$ cat src/rtl/cc_writeback_unit.sv
// Dirty-line writeback engine: serializes one latched cache line into a single
// INCR AXI write burst and reports the write response back to the cache controller.
module cc_writeback_unit #(
  parameter int ADDR_W = 32,
  parameter int DATA_W = 64,
  parameter int BEATS  = 8
) (
  input  logic                      clk,
  input  logic                      rst,
  input  logic                      wb_req_valid_i,
  output logic                      wb_req_ready_o,
  input  logic [ADDR_W-1:0]         wb_addr_i,
  input  logic [DATA_W*BEATS-1:0]   wb_data_i,
  output logic                      wb_busy_o,
  output logic                      wb_done_o,
  output logic                      wb_err_o,
  output logic [ADDR_W-1:0]         mem_awaddr_o,
  output logic [3:0]                mem_awlen_o,
  output logic [2:0]                mem_awsize_o,
  output logic [1:0]                mem_awburst_o,
  output logic                      mem_awvalid_o,
  input  logic                      mem_awready_i,
  output logic [DATA_W-1:0]         mem_wdata_o,
  output logic [DATA_W/8-1:0]       mem_wstrb_o,
  output logic                      mem_wlast_o,
  output logic                      mem_wvalid_o,
  input  logic                      mem_wready_i,
  input  logic [1:0]                mem_bresp_i,
  input  logic                      mem_bvalid_i,
  output logic                      mem_bready_o
);

  localparam int CNT_W = $clog2(BEATS);
  localparam int OFF_W = $clog2(DATA_W / 8 * BEATS);
  localparam logic [CNT_W-1:0] LAST_BEAT = CNT_W'(BEATS - 1);

  typedef enum logic [1:0] {
    IDLE,
    AW,
    W,
    B
  } state_t;

  state_t                    state_q, state_d;
  logic [CNT_W-1:0]          cnt_q;
  logic [DATA_W*BEATS-1:0]   line_q;
  logic [ADDR_W-1:0]         addr_q;
  logic                      done_q, err_q;
  logic                      accept, beat_fire, resp_fire;
  logic                      unused_bits;

  // Line-offset address bits and the OKAY/EXOKAY distinction are irrelevant here.
  assign unused_bits = ^{wb_addr_i[OFF_W-1:0], mem_bresp_i[0]};

  always_ff @(posedge clk or posedge rst) begin
    if (rst) state_q <= IDLE;
    else     state_q <= state_d;
  end

  always_comb begin
    state_d        = state_q;
    wb_req_ready_o = 1'b0;
    mem_awvalid_o  = 1'b0;
    mem_wvalid_o   = 1'b0;
    mem_bready_o   = 1'b0;
    case (state_q)
      IDLE: begin
        wb_req_ready_o = 1'b1;
        if (wb_req_valid_i) state_d = AW;
      end
      AW: begin
        mem_awvalid_o = 1'b1;
        if (mem_awready_i) state_d = W;
      end
      W: begin
        mem_wvalid_o = 1'b1;
        if (mem_wready_i && cnt_q == LAST_BEAT) state_d = B;
      end
      B: begin
        mem_bready_o = 1'b1;
        if (mem_bvalid_i) state_d = IDLE;
      end
      default: state_d = IDLE;
    endcase
  end

  assign accept    = wb_req_valid_i && wb_req_ready_o;
  assign beat_fire = mem_wvalid_o && mem_wready_i;
  assign resp_fire = mem_bready_o && mem_bvalid_i;

  // The counter wraps to zero naturally after the last beat of the line.
  always_ff @(posedge clk or posedge rst) begin
    if (rst) begin
      cnt_q  <= '0;
      line_q <= '0;
      addr_q <= '0;
      done_q <= 1'b0;
      err_q  <= 1'b0;
    end else begin
      done_q <= resp_fire;
      err_q  <= resp_fire && mem_bresp_i[1];
      if (accept) begin
        addr_q <= {wb_addr_i[ADDR_W-1:OFF_W], {OFF_W{1'b0}}};
        line_q <= wb_data_i;
        cnt_q  <= '0;
      end else if (beat_fire) begin
        cnt_q  <= cnt_q + CNT_W'(1);
      end
    end
  end

  assign wb_busy_o     = (state_q != IDLE);
  assign wb_done_o     = done_q;
  assign wb_err_o      = err_q;
  assign mem_awaddr_o  = addr_q;
  assign mem_awlen_o   = 4'(BEATS - 1);
  assign mem_awsize_o  = 3'($clog2(DATA_W / 8));
  assign mem_awburst_o = 2'b01;
  assign mem_wdata_o   = line_q[DATA_W*cnt_q +: DATA_W];
  assign mem_wstrb_o   = {(DATA_W/8){1'b1}};
  assign mem_wlast_o   = mem_wvalid_o && (cnt_q == LAST_BEAT);

endmodule

$ cat config.mk
export PLATFORM = sky130hd
export DESIGN_NAME = cc_writeback_unit
export DESIGN_NICKNAME = d
export VERILOG_FILES = /design/src/rtl/cc_writeback_unit.sv
export SDC_FILE = /design/constraint.sdc
export NUM_CORES = 1
export LEC_CHECK = 0
export CORE_AREA = 2 2 262 264
export CTS_CLUSTER_DIAMETER = 100
export DETAILED_ROUTE_END_ITERATION = 12
export DIE_AREA = 0 0 264 266
export SETUP_SLACK_MARGIN = 0.4
export SLEW_MARGIN = 10
export SYNTH_ARGS = -nofsm -noshare
export SYNTH_HDL_FRONTEND = slang
export SYNTH_SLANG_ARGS = --single-unit
$ cat constraint.sdc
create_clock -name clk -period 39.3 [get_ports clk]
set_clock_uncertainty 0.1 [all_clocks]
set_input_delay 9.825 -clock clk [delete_from_list [all_inputs] [get_ports clk]]
set_output_delay 9.825 -clock clk [all_outputs]
set_load 0.01 [all_outputs]
# After elaboration in Yosys (flattened, before gate mapping)
# Cells that the tools add are included.
[word_totals]
register_bits = 545
input_bits = 552
output_inout_bits = 121
elab_cells = 37
[op_classes]
n_addsub = 1
n_eq_ne = 8
shift = 1
muxes = 11
reduce_logical = 10
[op_table]
columns = ["cell", "n"]
rows = [
  ["variable part select 512 x 10 -> 64 bit", 1],
  ["two-way mux 2 bit", 4],
  ["inequality test 2 bit, second input constant", 4],
  ["one-hot mux 2 bit (4 select lines)", 1],
  ["logical AND 1 bit", 6],
  ["two-way mux 3 bit", 2],
  ["== test 2 bit, second input constant", 2],
  ["two-way mux 1 bit", 4],
  ["AND reduction 4 bit", 1],
  ["nonzero test 2 bit", 2],
  ["adder 3 x 1 -> 3 bit, second input constant", 1],
  ["== test 3 bit, second input constant", 1],
  ["== test 2 x 1 -> 1 bit, second input constant", 1],
  ["zero test 2 bit", 1],
]

# Logic depth before layout (Yosys ltp)
[logic_depth]
depth_word = 5
depth_mapped = 7
ltp_nobuf = 5

# Worst setup path after synthesis
# OpenSTA, ideal clock, no wires.
[synth_timing]
kind = "reg2out"
from = "register cnt_q[2]"
to = "output mem_wdata_o[57]"
t_arrival_ns = 1.509
t_required_ns = 29.375
slack_ns = 27.866
stages_incl_launch_ff = 6
n_path_buf = 3
path_cell_list = "dfrtp_1 buf_6 buf_4 buf_2 mux4_2 mux2_2"
[synth_between]
elab_chain_cells = 1
[synth_lines]
columns = ["element", "line", "source"]
rows = [
  ["start: declaration", "45", "logic [CNT_W-1:0] cnt_q;"],
  ["start signal: assignment", "107", "cnt_q <= cnt_q + CNT_W'(1);"],
  ["variable part select 512 x 10 -> 64 bit", "119", "assign mem_wdata_o = line_q[DATA_W*cnt_q +: DATA_W];"],
  ["end: declaration", "23", "output logic [DATA_W-1:0] mem_wdata_o,"],
]
# Every way passes these cells.

# Worst setup path after layout
[layout_timing]
from = "input wb_req_valid_i"
to = "register line_q[346]"
[layout_between]
elab_chain_cells = 1
[layout_lines]
columns = ["element", "line", "source"]
rows = [
  ["start: declaration", "10", "input logic wb_req_valid_i,"],
  ["logical AND 1 bit", "87", "assign accept = wb_req_valid_i && wb_req_ready_o;"],
  ["end signal: assignment", "104", "line_q <= wb_data_i;"],
  ["end: declaration", "46", "logic [DATA_W*BEATS-1:0] line_q;"],
]
# Every way passes these cells.
# A chain may end at the register's enable or synchronous reset.

==> metrics.md <==
| Metric | Value |
|---|---|
| Period utilization | 37.0% |
| Final setup fails | 0 |
| Rows | 96 |
| Startpoint Class | input port |
| Sink Count | 545 |
| RSZ-0062 raised after global routing | no |
| Tightest Pin Transition | 1.10 ns |
| All-layer global routing usage | 19.5% |
| Max-slew headroom at the worst pin | 26.6% |
| Antenna Violating Nets Remaining | 0 |
| Critical path arrival | 14.94 ns |
| Setup TNS | 0 ns |
| Die Y | 266 µm |
| Die X | 264 µm |
| Clock power frac | 22.6% |
| Initial core utilization | 36.0% |
| Initial DRC Count | 581 |
| Max cap viols | 0 |
| CP endpoint kind | flip-flop |
| Largest cells by area after synthesis | dfrtp_1 (56%), mux2_1 (25%), mux4_2 (12%) |
| Skew-Pair Late Insertion Delay | 0.62 ns |
| Remaining DRCs | 0 |
| Setup Fix Bufs, Post-CTS | 0 |
| Count leader, synth | dfrtp_1 |
| GP Congestion | 0.822 |
| Seq pwr share | 39.0% |
| Final wirelength | 69500 µm |
| Post-Syn Area per Cell | 17.1 µm² |
| Worst-path maximum fanout | 82 |
| Number of library cell types mapped by synthesis | 25 |
| Ys flop type | dfrtp_1 |
| DR vias/cell | 4.89 |
| Detail Placement HPWL | 50600 µm |
| Pin count of the biggest net entering global routing | 142 |
| # resized after CTS | 0 |
| Placed insts | 2873 |
| Fin. max-slew vios | 0 |
| Nets@finish | 2613 |
| Post-synth EDFFs | 0 |
| Core area | 67700 µm² |
| Combinational power share | 38.4% |
| Cts hold-fix bufs | 0 |
| H-tree levels | 2 |
| Finished Layout Cells | 3013 |
| Total net switching power | 0.763 mW |
| Min cycle time layout | 14.55 ns |
| Max clock buf depth | 3 |
| Synth warn | 0 |
| CTS tree | yes |
| PD cells | 76.8 nW/µm² |
| Flops & latches, synth | 545 |
| Placement-stage cell area | 31400 µm² |
| Status | finished, final reports clean |
| Clock Pin Slew Worst Setup and Hold Paths | 0.06 ns |
| Register area share after synthesis | 55.9% |
| Vias in the first global route | 16100 |
| Via Count | 14700 |
| CP Data Required Time | 39.69 ns |
| Synth top cells by count | dfrtp_1 (545), mux2_1 (539), mux4_2 (127) |
| Worst vdd ir | 0.0391 mV |
| # IOs | 673 |
| Die area | 70200 µm² |
| Initial antenna violation count | 36 |
| TritonCTS buffer count | 61 |
| Fmax | 68.7 MHz |
| Mapped Area | 24400 µm² |
| IO buf count | 642 |
| RR Startpoint | state_q[0] |
| First-pass GRT wire length | 104000 µm |
| Switching part of the total | 29.6% |
| Overall power | 2.58 mW |
| CTS Root Cell | clkbuf_16 |
| Total gr overflow | 0 |
| Worst hold path class | reg -> reg |
| Crit path kind | in -> reg |
| DRT Pass-1 Iters | 4 |
| Final Cell Area | 33500 µm² |
| Layout cell share with drive strength beyond 1 | 14.7% |
| Post-synth top area share | 55.9% |
| DR WL/cell | 23.1 µm |
| Layout area overhead | 37.4% |
| Final Hold Viols | 0 |
| Launch point of the critical path | wb_req_valid_i |
| Leakage power | 13.5 nW |
| Leading area contributor after synthesis | dfrtp_1 |
| Worst hold start | line_q[504] |
| Async SR Flop Fraction | 100% |
| Int Pwr | 1.81 mW |
| Mapped Cells | 1427 |
through the flow:
| step | hold slack, ns | setup WS (ns) | util (%) |
|---|---|---|---|
| global route | 0.395 | 24.40 | 49.5 |
| global placement | 0.361 | 24.17 | 46.3 |
| floorplan | 0.349 | 14.14 | - |
| CTS | 0.384 | 24.71 | 49.4 |
| finish | 0.378 | 24.75 | 49.5 |
| detailed placement | 0.369 | 24.07 | 46.3 |
worst paths after layout:
check	endpoint	slack, ns	cells after the start
setup / recovery	line_q[346]	24.75	7
hold / removal	line_q[504]	0.38	1
setup reg to reg	line_q[346]	33.49	8
hold reg to reg	line_q[504]	0.38	1
max in group asynchronous	line_q[212]	26.62	5
min in group asynchronous	line_q[370]	9.73	2
cells by family (layout without fill, tap and decap cells):
group | count (synthesis) | after routing | synth area share, %
AOI/OAI and AO/OA | 4 | 4 | 0.123
xor gates and xnor gates | 1 | 1 | 0.0359
adders and majority gates | 7 | 7 | 0.359
buffers and inverters | 122 | 780 | 3.25
DFF | 545 | 545 | 55.9
muxes | 731 | 731 | 40.0
other | 2 | 48 | 0.0308
and+or+nand+nor | 15 | 15 | 0.323
area by class of cell:
cell class	instances	area, µm²
fill	5780	34200
clock inverter	11	140
timing repair buffer	661	6570
multi-input combinational	781	10100
sequential	545	13600
inverter	4	22.5
antenna	25	62.6
clock buffer	104	1930
tap	882	1100
flip-flops by register name, indices dropped and copies added (netlist names):
name	count
cnt_q	3
line_q	512
mem_awaddr_o	26
state_q	2
wb_done_o	1
wb_err_o	1
layout by cell type, fill, tap and decap left out, types with 4 or more instances in the layout:
master,n
dfrtp_1,542
mux2_1,539
clkdlybuf4s50_1,642
diode_2,25
mux2_2,42
clkinv_2,5
clkbuf_1,21
conb_1,23
ha_1,7
mux4_2,127
clkbuf_16,63
clkbuf_8,20
buf_4,19
mux2_4,22
nand2_1,4
metal layers:
metal	wire, µm	global-route usage, %	up-vias
met3	4320	5.32	128
met5	132	0	-
met4	2020	8.29	22
met2	35000	32.2	388
met1	28000	24.2	7662
li1	-	-	6541
critical path: stages:
cell and delay, ns:
clkdlybuf4s50_1 0.50, and2_4 0.49, buf_4 0.77, buf_4 0.94
buf_4 0.93, buf_4 0.86, mux2_1 0.40
power by group through the flow:
stage	sequential (mW)	clock (mW)	combinational [mW]
global route	1.04	0.627	1.06
CTS	1.01	0.599	1.01
floorplan	0.951	0	0.666
detailed placement	1.02	0	1.00
finish	1.01	0.582	0.988
global placement	1.00	0	0.980
Power figures use the tool's default switching activity.
